File: config.mk
export PLATFORM = sky130hd
export DESIGN_NAME = cmu_ctrl_flat
export DESIGN_NICKNAME = d
export VERILOG_FILES = /design/src/rtl/cmu_ctrl_if.sv /design/src/rtl/cmu_ctrl.sv /design/src/flat_wrapper.sv
export SDC_FILE = /design/constraint.sdc
export NUM_CORES = 1
export LEC_CHECK = 0
export CAP_MARGIN = 30
export CORE_AREA = 8 8 121 123
export CTS_BUF_LIST = sky130_fd_sc_hd__clkbuf_4 sky130_fd_sc_hd__clkbuf_8
export CTS_CLUSTER_DIAMETER = 50
export DETAILED_ROUTE_END_ITERATION = 12
export DIE_AREA = 0 0 129 131
export PLACE_DENSITY = 0.73
export SKIP_LAST_GASP = 1
export SLEW_MARGIN = 30
export SYNTH_ARGS = -nofsm -noshare
export SYNTH_HDL_FRONTEND = slang
export SYNTH_SLANG_ARGS = --single-unit
File: constraint.sdc
create_clock -name clk -period 3 [get_ports clk]
set_input_delay 0.3 -clock clk [delete_from_list [all_inputs] [get_ports clk]]
set_output_delay 0.3 -clock clk [all_outputs]
set_load 0.01 [all_outputs]
File: src/rtl/cmu_ctrl_if.sv
// rtl/cmu_ctrl_if.sv - cache command/status and memory word-transfer port of the cache management unit
interface cmu_ctrl_if #(
    parameter int TAG_W = 23
);
    logic [31:0]      cache_addr;
    logic             cache_load;
    logic             cache_store;
    logic             cache_replace;
    logic             cache_invalid;
    logic [2:0]       cache_u_b_h_w;
    logic [31:0]      cache_din;
    logic             cache_hit;
    logic             cache_valid;
    logic             cache_dirty;
    logic [TAG_W-1:0] cache_tag;
    logic [31:0]      cache_dout;
    logic             mem_cs_o;
    logic             mem_we_o;
    logic [31:0]      mem_addr_o;
    logic [31:0]      mem_data_o;
    logic [31:0]      mem_data_i;
    logic             mem_ack_i;

    modport master (
        output cache_addr, cache_load, cache_store, cache_replace, cache_invalid,
               cache_u_b_h_w, cache_din, mem_cs_o, mem_we_o, mem_addr_o, mem_data_o,
        input  cache_hit, cache_valid, cache_dirty, cache_tag, cache_dout,
               mem_data_i, mem_ack_i
    );

    modport slave (
        input  cache_addr, cache_load, cache_store, cache_replace, cache_invalid,
               cache_u_b_h_w, cache_din, mem_cs_o, mem_we_o, mem_addr_o, mem_data_o,
        output cache_hit, cache_valid, cache_dirty, cache_tag, cache_dout,
               mem_data_i, mem_ack_i
    );
endinterface

File: src/rtl/cmu_ctrl.sv
// rtl/cmu_ctrl.sv - cache management unit: CPU hit path, dirty victim write-back and line refill
// Commands and memory requests are decoded combinationally from the state so hits never stall.
module cmu_ctrl #(
    parameter int TAG_W     = 23,
    parameter int IDX_W     = 5,
    parameter int WORD_BITS = 2
) (
    input  logic        clk,
    input  logic        rst,
    input  logic        en_r,
    input  logic        en_w,
    input  logic [2:0]  u_b_h_w,
    input  logic [31:0] addr_rw,
    input  logic [31:0] data_w,
    output logic [31:0] data_r,
    output logic        stall,
    cmu_ctrl_if.master  bus
);
    localparam int OFF_W = WORD_BITS + 2;

    typedef enum logic [1:0] {
        S_IDLE,
        S_WB,
        S_FILL,
        S_WAIT
    } state_t;

    state_t               r_state;
    state_t               w_next;
    logic [WORD_BITS-1:0] r_cnt;
    logic [WORD_BITS-1:0] w_cnt_next;
    logic [TAG_W-1:0]     r_victim_tag;
    logic [TAG_W-1:0]     w_victim_next;
    logic                 w_req;
    logic                 w_last;
    logic [31:0]          w_line_addr;
    logic [31:0]          w_victim_addr;

    assign w_req         = en_r | en_w;
    assign w_last        = (r_cnt == {WORD_BITS{1'b1}});
    assign w_line_addr   = {addr_rw[31:OFF_W], r_cnt, 2'b00};
    assign w_victim_addr = {r_victim_tag, addr_rw[OFF_W+IDX_W-1:OFF_W], r_cnt, 2'b00};

    always_ff @(posedge clk) begin
        if (rst) begin
            r_state      <= S_IDLE;
            r_cnt        <= '0;
            r_victim_tag <= '0;
        end else begin
            r_state      <= w_next;
            r_cnt        <= w_cnt_next;
            r_victim_tag <= w_victim_next;
        end
    end

    always_comb begin
        w_next            = r_state;
        w_cnt_next        = r_cnt;
        w_victim_next     = r_victim_tag;
        data_r            = '0;
        stall             = 1'b0;
        bus.cache_addr    = '0;
        bus.cache_load    = 1'b0;
        bus.cache_store   = 1'b0;
        bus.cache_replace = 1'b0;
        bus.cache_invalid = 1'b0;
        bus.cache_u_b_h_w = '0;
        bus.cache_din     = '0;
        bus.mem_cs_o      = 1'b0;
        bus.mem_we_o      = 1'b0;
        bus.mem_addr_o    = '0;
        bus.mem_data_o    = '0;

        case (r_state)
            S_IDLE: begin
                bus.cache_addr    = addr_rw;
                bus.cache_store   = en_w;
                bus.cache_load    = en_r & ~en_w;
                bus.cache_din     = data_w;
                bus.cache_u_b_h_w = u_b_h_w;
                if (w_req) begin
                    if (bus.cache_hit) begin
                        if (!en_w) begin
                            data_r = bus.cache_dout;
                        end
                    end else begin
                        stall         = 1'b1;
                        w_victim_next = bus.cache_tag;
                        w_cnt_next    = '0;
                        w_next        = (bus.cache_valid && bus.cache_dirty) ? S_WB : S_FILL;
                    end
                end
            end

            // The cache is addressed with the request line; on a miss it returns the victim-way word.
            S_WB: begin
                stall          = 1'b1;
                bus.cache_addr = w_line_addr;
                bus.mem_cs_o   = 1'b1;
                bus.mem_we_o   = 1'b1;
                bus.mem_addr_o = w_victim_addr;
                bus.mem_data_o = bus.cache_dout;
                if (bus.mem_ack_i) begin
                    w_cnt_next = r_cnt + 1'b1;
                    if (w_last) begin
                        w_next = S_FILL;
                    end
                end
            end

            S_FILL: begin
                stall          = 1'b1;
                bus.mem_cs_o   = 1'b1;
                bus.mem_addr_o = w_line_addr;
                if (bus.mem_ack_i) begin
                    bus.cache_replace = 1'b1;
                    bus.cache_addr    = w_line_addr;
                    bus.cache_din     = bus.mem_data_i;
                    bus.cache_u_b_h_w = 3'b010;
                    w_cnt_next        = r_cnt + 1'b1;
                    if (w_last) begin
                        w_next = S_WAIT;
                    end
                end
            end

            S_WAIT: begin
                stall  = 1'b1;
                w_next = S_IDLE;
            end

            default: begin
                w_next = S_IDLE;
            end
        endcase
    end
endmodule

File: src/flat_wrapper.sv
// flat-port wrapper written by rule: the top's interface ports become plain ports
module cmu_ctrl_flat 
#(
    parameter int TAG_W     = 23,
    parameter int IDX_W     = 5,
    parameter int WORD_BITS = 2
)
  (clk, rst, en_r, en_w, u_b_h_w, addr_rw, data_w, data_r, stall, bus_cache_addr, bus_cache_load, bus_cache_store, bus_cache_replace, bus_cache_invalid, bus_cache_u_b_h_w, bus_cache_din, bus_mem_cs_o, bus_mem_we_o, bus_mem_addr_o, bus_mem_data_o, bus_cache_hit, bus_cache_valid, bus_cache_dirty, bus_cache_tag, bus_cache_dout, bus_mem_data_i, bus_mem_ack_i);
  cmu_ctrl_if #(.TAG_W(TAG_W)) bus_i ();
  input  logic clk;
  input  logic rst;
  input  logic en_r;
  input  logic en_w;
  input  logic [2:0] u_b_h_w;
  input  logic [31:0] addr_rw;
  input  logic [31:0] data_w;
  output logic [31:0] data_r;
  output logic stall;
  output wire logic [$bits(bus_i.cache_addr)-1:0] bus_cache_addr;
  output wire logic [$bits(bus_i.cache_load)-1:0] bus_cache_load;
  output wire logic [$bits(bus_i.cache_store)-1:0] bus_cache_store;
  output wire logic [$bits(bus_i.cache_replace)-1:0] bus_cache_replace;
  output wire logic [$bits(bus_i.cache_invalid)-1:0] bus_cache_invalid;
  output wire logic [$bits(bus_i.cache_u_b_h_w)-1:0] bus_cache_u_b_h_w;
  output wire logic [$bits(bus_i.cache_din)-1:0] bus_cache_din;
  output wire logic [$bits(bus_i.mem_cs_o)-1:0] bus_mem_cs_o;
  output wire logic [$bits(bus_i.mem_we_o)-1:0] bus_mem_we_o;
  output wire logic [$bits(bus_i.mem_addr_o)-1:0] bus_mem_addr_o;
  output wire logic [$bits(bus_i.mem_data_o)-1:0] bus_mem_data_o;
  input wire logic [$bits(bus_i.cache_hit)-1:0] bus_cache_hit;
  input wire logic [$bits(bus_i.cache_valid)-1:0] bus_cache_valid;
  input wire logic [$bits(bus_i.cache_dirty)-1:0] bus_cache_dirty;
  input wire logic [$bits(bus_i.cache_tag)-1:0] bus_cache_tag;
  input wire logic [$bits(bus_i.cache_dout)-1:0] bus_cache_dout;
  input wire logic [$bits(bus_i.mem_data_i)-1:0] bus_mem_data_i;
  input wire logic [$bits(bus_i.mem_ack_i)-1:0] bus_mem_ack_i;
  assign bus_cache_addr = bus_i.cache_addr;
  assign bus_cache_load = bus_i.cache_load;
  assign bus_cache_store = bus_i.cache_store;
  assign bus_cache_replace = bus_i.cache_replace;
  assign bus_cache_invalid = bus_i.cache_invalid;
  assign bus_cache_u_b_h_w = bus_i.cache_u_b_h_w;
  assign bus_cache_din = bus_i.cache_din;
  assign bus_mem_cs_o = bus_i.mem_cs_o;
  assign bus_mem_we_o = bus_i.mem_we_o;
  assign bus_mem_addr_o = bus_i.mem_addr_o;
  assign bus_mem_data_o = bus_i.mem_data_o;
  assign bus_i.cache_hit = bus_cache_hit;
  assign bus_i.cache_valid = bus_cache_valid;
  assign bus_i.cache_dirty = bus_cache_dirty;
  assign bus_i.cache_tag = bus_cache_tag;
  assign bus_i.cache_dout = bus_cache_dout;
  assign bus_i.mem_data_i = bus_mem_data_i;
  assign bus_i.mem_ack_i = bus_mem_ack_i;
  cmu_ctrl #(.TAG_W(TAG_W), .IDX_W(IDX_W), .WORD_BITS(WORD_BITS)) u_core (.clk(clk), .rst(rst), .en_r(en_r), .en_w(en_w), .u_b_h_w(u_b_h_w), .addr_rw(addr_rw), .data_w(data_w), .data_r(data_r), .stall(stall), .bus(bus_i));
endmodule
# [After elaboration in Yosys (flattened, before gate mapping)]
# Index checks and enable logic that the tools add are counted.
[classes] n_eq_ne=11 reduce_logical=8 n_mux=33 addsub=1 bitwise_logic=4
[op_table] op="32-bit 2-to-1 mux" n=7
[op_table] op="32-bit one-hot mux with 2 select lines" n=2
[op_table] op="32-bit one-hot mux with 3 select lines" n=1
[op_table] op="2-bit 2-to-1 mux" n=11
[op_table] op="1-bit 2-to-1 mux" n=8
[op_table] op="2-bit by 1-bit inequality test with 1-bit output (second input constant)" n=4
[op_table] op="2-bit one-hot mux with 4 select lines" n=1
[op_table] op="2-bit == test (second input constant)" n=3
[op_table] op="2-bit inequality test (second input constant)" n=3
[op_table] op="3-bit one-hot mux with 2 select lines" n=1
[op_table] op="6-bit AND reduction" n=1
[op_table] op="2-bit one-hot mux with 2 select lines" n=1
[op_table] op="4-bit AND reduction" n=1
[op_table] op="3-bit AND reduction" n=1
[op_table] op="3-bit OR reduction" n=1
[op_table] op="2-bit by 1-bit adder with 2-bit output (second input constant)" n=1
[op_table] op="2-bit by 1-bit == test with 1-bit output (second input constant)" n=1
[op_table] op="2-bit logical NOT" n=1
[op_table] op="1-bit inverter" n=2
[op_table] op="1-bit one-hot mux with 2 select lines" n=1
[op_table] op="2-bit nonzero test" n=1
[op_table] op="2-bit OR reduction" n=1
[op_table] op="1-bit bitwise AND" n=1
[op_table] op="1-bit logical AND" n=1
[op_table] op="1-bit bitwise OR" n=1
[word_totals] register_bits=27 out_inout_bits=170 elab_cells=60

# [Depth between registers and ports, before layout]
[depth] depth_word=5 mapped_depth=7 mapped_depth_nobuf=5

# [Worst setup path before layout]
# No wires, ideal clock.
[synth_path] path_kind="reg2out" start="register u_core.r_state[0]" end="output port bus_cache_din[10]" required_time_ns=2.700 arrival_time_ns=1.439 stages_incl_launch_ff=8 setup_slack_ns=1.261 path_cell_list="dfxtp_1 > inv_1 > ha_1 > buf_2 > nor2_4 > nor2_4 > buf_4 > a22o_1"
[synth_between] elab_chain_cells=2
[synth_lines] item="from (decl)" line_no="cmu_ctrl.sv:28" rtl="state_t r_state;"
[synth_lines] item="from (signal assigned)" line_no="cmu_ctrl.sv:50" rtl="r_state <= w_next;"
[synth_lines] item="2-bit == test / 2-bit logical NOT (equally long branches)" line_no="cmu_ctrl.sv:74" rtl="case (r_state)"
[synth_lines] item="32-bit one-hot mux with 2 select lines *" line_no="cmu_ctrl.sv:74"
[synth_lines] item="to (decl)" line_no="flat_wrapper.sv:25" rtl="output wire logic [$bits(bus_i.cache_din)-1:0] bus_cache_din;"
# Every way passes the cells marked *; elsewhere a longest branch is shown, timed or not.

# [Final worst setup path]
[layout_path] start="register u_core.r_state[1]" end="output port bus_cache_din[24]"
# Same word-level chain as after synthesis.

==> impl_results.md <==
* Status: finished clean
* Post-route minimum period at 2.82 ns
* Post-Synthesis Mean Instance Area at 7.47 sq um
* GRT Residual Overflow at 0
* Max frequency at between 300 and 400 MHz
* Worst vdd rail ir drop at around 0.00042 V
* Antenna violations before repair at 0
* Class of the tightest hold or removal check: reg2reg
* Wire length of the first global-routing pass at approximately 24000 um
* Switching fraction of total power at 0.417
* Comb pwr share at 0.805
* Number of DRC violations after detailed-routing iteration 0 at 199
* Chip height at 131 um
* Yosys top cell area share at 0.194
* Area grow syn2layout at 123%
* Cell type with the largest total area after synthesis: sky130_fd_sc_hd__dfxtp_1
* Number of instances in the synthesized netlist at 374
* Fill cells at ~1300
* All-layer global routing usage at 0.185
* RSZ-0062 raised after global routing: no
* Part of the total power dissipated in sequential elements at 0.132
* Total Die Area at 16900 sq um
* Number of max-slew violations in the final report at 0
* Core area at 12900 sq um
* Required @ worst endpoint at 2.70 ns
* Post-CTS setup-driven buffer insertion count at 0
* Horiz. Die Dim at about 130 um
* Final Setup Violations at 0
* Synth top area cells: sky130_fd_sc_hd__dfxtp_1 (19%), sky130_fd_sc_hd__and2_1 (16%), sky130_fd_sc_hd__a22o_1 (10%)
* CTS tree: done
* Largest net degree at the start of global routing at 54
* Crit Path Max Fanout at 32
* Routed wire length at 16900 um
* Cell Rows at 42
* Mean routed wirelength per cell at 19.8 um
* Initial Util at 0.217
* Total net switching power at around 1.4 mW
* DP Worst Slack at 0.438 ns
* Number of port buffers at between 300 and 400
* Overall via count from detail_route at 3984
* Global placement routability congestion at roughly 0.91
* Half-perimeter wire length after detailed placement at 14200 um
* Share of the clock period used by the worst path at 0.941
* Number of nets with antenna violations after detailed routing at 0
* Synthesized cell area at 2790 sq um
* List of cells traversed by the critical path: inv_1, ha_1, inv_2, nor2_4, buf_6, a22o_1, clkdlybuf4s50_1
* Power density normalized to cell area at about 550 nW/um^2
* Minimum setup slack in the final design at ~0.18 ns
* Insertion delay of the later-clocked pin in the worst-skew pair at 0.27 ns
* Stage delay of the slowest cell on the critical path at 0.55 ns
* Critical-path top delay cell: sky130_fd_sc_hd__clkdlybuf4s50_1
* Clock share of power at 0.063
* CTS Hold Buffers Added at 0
* Setup TNS after final layout at 0 ns
* Multi-input combinational cell area at 2020 sq um
* Io pins at 332
* Element type at the critical path end: output port
* Synth cell types at 35
* Footprint of the flip-flops and latches at roughly 540 sq um
* CTS Buf Count at 3
* Number of register bits inferred by synthesis at 27
* YS warnings at 0
* Static leakage at 2.42 nW
* Clk_skew at 0.00793 ns
* Count of max-cap constraint violations at 0
* Number of iterations in the first detailed-routing pass at 4
* Category of the most critical setup path: reg2out
* Via count of the first global-routing pass at 4020
* CP arrival at 2.52 ns
* Slew @ Worst Pin at 0.586 ns
* Library cell used as clock root buffer: sky130_fd_sc_hd__clkbuf_8
* Number of sinks driven by the clock tree at 27
* H-tree lvl count at 1
* Remaining max-slew budget at the tightest pin at 0.608
* Final antenna diode count at 0
* Share of final-layout standard cells stronger than drive strength 1 at 0.0413
* CTS Buffer Depth at 2
* Via/cell ratio at 4.67
* Residual DRC count at 0
* Sequential fraction of the synthesis area at 0.194
* Final Net Count at 849
* Internal Dissipation at slightly below 2 mW
* Clk pin slew, worst setup/hold paths at 0.10 ns
* Hold Violations, Final at 0
* Launching element type of the critical path: register
==> placed cells by master (no fill, tap or decap), types with 2 or more instances in the layout <==
cell                              count
sky130_fd_sc_hd__a21o_1               2
sky130_fd_sc_hd__a21oi_1             26
sky130_fd_sc_hd__a22o_1              32
sky130_fd_sc_hd__a22oi_1             25
sky130_fd_sc_hd__and2_1              71
sky130_fd_sc_hd__and3_1              33
sky130_fd_sc_hd__buf_4               10
sky130_fd_sc_hd__clkbuf_8             3
sky130_fd_sc_hd__clkdlybuf4s50_1    328
sky130_fd_sc_hd__conb_1               3
sky130_fd_sc_hd__dfxtp_1             27
sky130_fd_sc_hd__ha_1                 7
sky130_fd_sc_hd__inv_1                3
sky130_fd_sc_hd__mux2i_1              3
sky130_fd_sc_hd__nand2_1              3
sky130_fd_sc_hd__nand2b_1             4
sky130_fd_sc_hd__nand3_1             23
sky130_fd_sc_hd__nor2_1               6
sky130_fd_sc_hd__nor2_4               3
sky130_fd_sc_hd__nor2b_1             26
sky130_fd_sc_hd__o21ai_0             19
sky130_fd_sc_hd__o21ai_1              4
sky130_fd_sc_hd__o21bai_1             2
==> worst max-delay path, delay by kind of cell (launching register included) <==
| kind | cells | cell delay, ns |
|---|---|---|
| AO/OA/AOI/OAI | 1 | 0.19 |
| AND/OR/NAND/NOR | 1 | 0.17 |
| adder cells (fa/ha/maj) | 1 | 0.29 |
| buffers and inverters | 4 | 1.22 |
| flip-flops | 1 | 0.36 |
==> power groups by stage <==
stage | Sequential, mW | Combinational, mW | Clock, mW
2_1_floorplan | 0.445 | 1.33 | 0
3_3_place_gp | 0.458 | 2.71 | 0
3_5_place_dp | 0.459 | 2.75 | 0
4_1_cts | 0.451 | 2.77 | 0.220
5_1_grt | 0.460 | 2.95 | 0.239
6_report | 0.451 | 2.74 | 0.214
==> what timing repair did <==
item                       CTS  global route
hold endpoints to repair     0             0
setup endpoints to repair    0            32
resized for setup            0             1
==> cell type report <==
class / instances / area share
multi-input cells: 303 / 0.325
inverters: 4 / 0.00241
flip-flops and latches: 27 / 0.0867
clock inverters: 1 / 0.000803
well taps: 176 / 0.0353
clock buffers: 3 / 0.00662
repair buffers: 340 / 0.544
==> flip-flops by register name, summed over array words and instances, names as in the netlist <==
name and flops:
u_core.r_cnt 2, u_core.r_state 2, u_core.r_victim_tag 23
==> worst paths after layout <==
kind	endpoint	slack, ns	cells past startpoint	startpoint
worst min-delay path	u_core.r_victim_tag[17]	0.48	2	u_core.r_victim_tag[17]
worst max register to register	u_core.r_state[1]	1.12	5	u_core.r_state[0]
worst min register to register	u_core.r_victim_tag[17]	0.48	2	u_core.r_victim_tag[17]
worst max-delay path	bus_cache_din[24]	0.18	7	u_core.r_state[1]
==> per-stage QoR <==
stage	area [sq um]	instances	util	hold slack (ns)	total power, mW
after CTS	6230	854	0.484	0.487	3.44
final	6240	854	0.484	0.484	3.41
after detailed placement	6190	850	0.480	0.470	3.21
after global placement	6190	850	0.480	0.464	3.17
after global routing	6240	854	0.484	0.513	3.64
after floorplan	2800	376	-	0.448	1.78
==> metal layers <==
metal | wire, um | GRT usage
met5 | 0 | 0
met4 | 377 | 0.0456
met3 | 1480 | 0.0556
met2 | 8400 | 0.333
met1 | 6640 | 0.210
==> cell families after synthesis <==
| kind of cell | count (synthesis) | share of synthesized area |
|---|---|---|
| and+or+nand+nor | 173 | 0.376 |
| AOI/OAI and AO/OA | 115 | 0.292 |
| buffers and inverters | 46 | 0.0851 |
| DFF | 27 | 0.194 |
| adders and majority gates | 8 | 0.0358 |
| muxes | 4 | 0.0161 |
| other | 1 | 0.00134 |
==> synth_stat cells (all sizes together) <==
library cell and instances:
and2 71, and3 33, a22o 32, a21oi 27, dfxtp 27, nor2b 26, a22oi 25, buf 23
nand3 23, o21ai 23, clkbuf 19, nor2 9, ha 8, inv 4, nand2b 4, mux2i 3
nand2 3, o21bai 3, a21o 2, a211oi 1, and3b 1, conb 1, mux2 1, nand3b 1
nor3 1, o21ba 1, o221ai 1, or3b 1
(Power assumes the default switching activity.)
